**src/rtl/mem_arbiter.sv**
```systemverilog
// mem_arbiter: shares one memory port between the fetch and load/store ports.
// Ties go to the port granted less recently, and an access aborts after TIMEOUT wait cycles.
module mem_arbiter #(
   parameter int unsigned TIMEOUT  = 255,
   parameter logic [31:0] NOP_INST = 32'h0000_0013
) (
   input  logic        clk,
   input  logic        rst,
   input  logic        inst_req_i,
   input  logic [31:0] inst_addr_i,
   output logic        inst_gnt_o,
   output logic        inst_rvalid_o,
   output logic [31:0] inst_rdata_o,
   input  logic        data_req_i,
   input  logic        data_we_i,
   input  logic [31:0] data_addr_i,
   input  logic [31:0] data_wdata_i,
   output logic        data_gnt_o,
   output logic        data_rvalid_o,
   output logic [31:0] data_rdata_o,
   output logic        mem_ce_o,
   output logic        mem_we_o,
   output logic [31:0] mem_addr_o,
   output logic [31:0] mem_wdata_o,
   input  logic        mem_ready_i,
   input  logic [31:0] mem_rdata_i,
   output logic        stall_o,
   output logic        err_o
);
   typedef enum logic [1:0] {IDLE, INST, DATA} state_t;
   typedef enum logic {GNT_INST, GNT_DATA} port_t;
   state_t     state;
   port_t      last_gnt;
   logic [7:0] wait_cnt;
   logic       pick_data, pick_inst, tmo;
   always_comb begin
      pick_data = data_req_i && (!inst_req_i || last_gnt == GNT_INST);
      pick_inst = inst_req_i && !pick_data;
      tmo       = !mem_ready_i && wait_cnt == 8'(TIMEOUT - 1);
      stall_o   = state != IDLE || (inst_req_i && !inst_rvalid_o) || (data_req_i && !data_rvalid_o);
   end
   always_ff @(posedge clk or posedge rst) begin
      if (rst) begin
         state         <= IDLE;
         last_gnt      <= GNT_INST;
         wait_cnt      <= '0;
         inst_gnt_o    <= 1'b0;
         inst_rvalid_o <= 1'b0;
         inst_rdata_o  <= '0;
         data_gnt_o    <= 1'b0;
         data_rvalid_o <= 1'b0;
         data_rdata_o  <= '0;
         mem_ce_o      <= 1'b0;
         mem_we_o      <= 1'b0;
         mem_addr_o    <= '0;
         mem_wdata_o   <= '0;
         err_o         <= 1'b0;
      end else begin
         inst_gnt_o    <= 1'b0;
         data_gnt_o    <= 1'b0;
         inst_rvalid_o <= 1'b0;
         data_rvalid_o <= 1'b0;
         err_o         <= 1'b0;
         if (state == IDLE) begin
            wait_cnt <= '0;
            if (pick_data) begin
               state       <= DATA;
               last_gnt    <= GNT_DATA;
               data_gnt_o  <= 1'b1;
               mem_ce_o    <= 1'b1;
               mem_we_o    <= data_we_i;
               mem_addr_o  <= data_addr_i;
               mem_wdata_o <= data_wdata_i;
            end else if (pick_inst) begin
               state       <= INST;
               last_gnt    <= GNT_INST;
               inst_gnt_o  <= 1'b1;
               mem_ce_o    <= 1'b1;
               mem_we_o    <= 1'b0;
               mem_addr_o  <= inst_addr_i;
               mem_wdata_o <= '0;
            end
         end else if (mem_ready_i || tmo) begin
            // a ready on the final wait cycle wins over the timeout
            state    <= IDLE;
            mem_ce_o <= 1'b0;
            wait_cnt <= '0;
            err_o    <= !mem_ready_i;
            if (state == INST) begin
               inst_rvalid_o <= 1'b1;
               inst_rdata_o  <= mem_ready_i ? mem_rdata_i : NOP_INST;
            end else begin
               data_rvalid_o <= 1'b1;
               if (!mem_ready_i) data_rdata_o <= '0;
               else if (!mem_we_o) data_rdata_o <= mem_rdata_i;
            end
         end else begin
            wait_cnt <= wait_cnt + 8'd1;
         end
      end
   end
endmodule

```
**config.mk**
```make
export PLATFORM = sky130hd
export DESIGN_NAME = mem_arbiter
export DESIGN_NICKNAME = d
export VERILOG_FILES = /design/src/rtl/mem_arbiter.sv
export SDC_FILE = /design/constraint.sdc
export NUM_CORES = 1
export LEC_CHECK = 0
export ABC_AREA = 0
export CELL_PAD_IN_SITES_DETAIL_PLACEMENT = 1
export CELL_PAD_IN_SITES_GLOBAL_PLACEMENT = 2
export CORE_MARGIN = 2
export CORE_UTILIZATION = 29
export DETAILED_ROUTE_END_ITERATION = 8
export PLACE_DENSITY = 0.95
export SETUP_SLACK_MARGIN = 0.3
export SKIP_LAST_GASP = 1
export SLEW_MARGIN = 20
export SYNTH_ARGS = -nofsm -noshare
export SYNTH_HDL_FRONTEND = slang
export SYNTH_SLANG_ARGS = --single-unit
```
**constraint.sdc**
```tcl
create_clock -name clk -period 7.4 [get_ports clk]
set_input_delay 1.48 -clock clk [delete_from_list [all_inputs] [get_ports clk]]
set_output_delay 1.48 -clock clk [all_outputs]
set_load 0.05 [all_outputs]
```
==> results_dict.tcl <==
set metrics [dict create \
    die_area_um2 24000 \
    antenna_left 0 \
    rsz0062_at_grt "false" \
    dp_hpwl_um 14300 \
    ys_ff_latch 146 \
    pwr-share-seq_pct 26.0 \
    clkLatencyLatePin_ns 0.42 \
    hold_ws_ns 0.500 \
    die_y_um 155 \
    hold_class "reg -> reg" \
    drv_cap 0 \
    status "complete, no violations" \
    cts_resized 0 \
    p_comb_share_pct 57.6 \
    critPathKind "in -> out" \
    ys_types 43 \
    p_leak_nw 4.38 \
    insertedDiodeCount 0 \
    clk_path_buf_depth 2 \
    drt-initial-drc-count 206 \
    drcViolationCount 0 \
    cts_max_level 4 \
    finalHoldViolCount 0 \
    overflow 0 \
    min_period_ns 4.81 \
    drt_first_pass_iters 4 \
    required_ns 5.92 \
    switchingPower_mw 2.48 \
    synth-edff-count 0 \
    crit_path_end_kind "output port" \
    cts.sinks 146 \
    clkPwrFrac_pct 16.4 \
    fillers 2391 \
    switching_share_pct 47.0 \
    grt_pass1_vias 5647 \
    holdBufCountCts 0 \
    grt_first_pass_wirelength_um 32000 \
    area_growth_pct 53.0 \
    slew_viol_final 0 \
    synthArstFlopShare_pct 100 \
    drt_wl_total_um 20200 \
    wl_per_cell_um 18.5 \
    vias 5307 \
    ys.flop_type "dfrtp_1" \
    fin_cells 1090 \
    post-cts-setup-buffers 0 \
    rows 55 \
    finalSetupTns_ns 0 \
    path_max_fanout 4 \
    max_freq_mhz 208 \
    worst_slew_pin_slew_ns 0.870 \
    ir_worst_vdd_mv 0.277 \
    path_clk_slew_ns 0.06 \
    startpoint_type "primary input" \
    mostFrequentLayoutCell "clkdlybuf4s50_1" \
    cts_buffers 17 \
    final_nets 928 \
    ys_seq_area_share_pct 55.3 \
    core_um2 22500 \
    finalSetupViolations 0 \
    port_buffers 269 \
    root_buffer "clkbuf_16" \
    ios 270 \
    synth_fp_nets 670 \
    slew_headroom_pct 42.0 \
    drive_above_1_share_pct 14.3 \
    yosysWarningCount 0 \
    power_density_nw_per_um2 521 \
    final_cell_mix "clkdlybuf4s50_1, dfrtp_1, a22o_1, inv_1, nand2_1" \
    vias_per_cell 4.87 \
    finClkSkew_ns 0.0101 \
    period_share_pct 65.0 \
    syn_area_um2 6610 \
    postSynthCellCount 534 \
    die_w_um 155 \
    critPathArrivalTime_ns 3.33 \
    grtUsageTotal_pct 17.1 \
    internal-power_mw 2.80 \
    placedCellCount 1058 \
    avgSynthCellArea_um2 12.4 \
    tritoncts "built" \
    start_util_pct 29.4 \
    grt_max_degree 88 \
    antenna_found_initial 1 \
    gp_congestion 0.716 \
]
==> power by group through the flow <==
| stage | logic (mW) | clock network (mW) | registers, mW |
|---|---|---|---|
| floorplan | 0.909 | 0 | 2.52 |
| global placement | 3.01 | 0 | 1.37 |
| detailed placement | 3.06 | 0 | 1.39 |
| CTS | 3.07 | 0.894 | 1.38 |
| global route | 3.20 | 0.927 | 1.42 |
| finish | 3.04 | 0.866 | 1.37 |
==> cell families (layout without fill, tap and decap cells) <==
kind of cell               Yosys count  in the layout  share of synthesized area [%]
AOI/OAI and AO/OA                  175            175                           20.9
xor gates and xnor gates             3              3                          0.397
adders and majority gates            2              2                          0.378
and+or+nand+nor                     65             65                           4.90
buffers and inverters               79            350                           5.54
muxes                               64             64                           12.6
DFF                                146            146                           55.3
==> registers in the layout (all words and copies together) (netlist names) <==
signal / cells
err_o: 1
inst_gnt_o: 1
state: 2
mem_addr_o: 32
inst_rvalid_o: 1
mem_ce_o: 1
wait_cnt: 8
mem_wdata_o: 32
data_gnt_o: 1
inst_rdata_o: 32
data_rvalid_o: 1
last_gnt: 1
data_rdata_o: 32
mem_we_o: 1
==> synth_stat cells (3+ instances only) <==
cell	instances	area, µm²
o21ai_0	32	160
a21o_1	32	240
a21oi_1	4	20.0
nand3_1	5	25.0
dfrtp_1	146	3650
or3_1	3	18.8
mux2_4	30	450
clkbuf_1	12	45.0
inv_1	40	150
buf_6	4	45.0
a22o_1	62	543
nor2_1	6	22.5
o22a_1	31	272
nand2_1	37	139
nand2b_1	3	18.8
o22ai_1	3	18.8
buf_4	5	37.5
buf_2	15	75.1
mux2_2	34	383
==> final cells by class <==
type | instances | area, µm² | share of cell area [%]
Clock inverter | 14 | 156 | 1.55
Inverter | 40 | 155 | 1.53
Timing Repair Buffer | 278 | 2760 | 27.3
Sequential cell | 146 | 3650 | 36.1
Clock buffer | 18 | 429 | 4.24
Tap cell | 285 | 357 | 3.53
Multi-Input combinational cell | 309 | 2600 | 25.7
==> metal layers <==
metal	up-vias	wire length [µm]	global-route usage, %
met3	33	1590	6.21
met4	2	476	6.26
met2	208	9630	27.8
li1	2437	-	-
met5	-	13	0
met1	2627	8470	21.0
==> per-stage QoR <==
stage                     setup slack [ns]  total power [mW]  area [µm²]  utilization, %
after detailed placement              2.56              4.45        9530            42.3
final                                 2.59              5.27       10100            44.9
after floorplan                       2.00              3.43        6610               -
after CTS                             2.56              5.34       10100            44.9
after global routing                  2.49              5.55       10100            44.9
after global placement                2.54              4.38        9530            42.3
==> final timing paths <==
check | start | end | slack, ns | cells after the start
setup / recovery | inst_req_i | stall_o | 2.59 | 4
hold / removal | inst_rdata_o[16]$_DFFE_PP0P_ | inst_rdata_o[16]$_DFFE_PP0P_ | 0.50 | 1
setup reg to reg | last_gnt$_DFFE_PP0P_ | mem_addr_o[15]$_DFFE_PP0P_ | 5.24 | 4
hold reg to reg | inst_rdata_o[16]$_DFFE_PP0P_ | inst_rdata_o[16]$_DFFE_PP0P_ | 0.50 | 1
max in group asynchronous | rst | inst_rdata_o[27]$_DFFE_PP0P_ | 4.51 | 3
min in group asynchronous | rst | mem_addr_o[8]$_DFFE_PP0P_ | 1.57 | 2
==> worst max-delay path, cell delays in order <==
cell and delay [ns]:
clkdlybuf4s50_1 0.62, inv_1 0.08, o221ai_1 0.24, clkdlybuf4s50_1 0.92
Note: power is estimated with default switching activity, not from simulation.
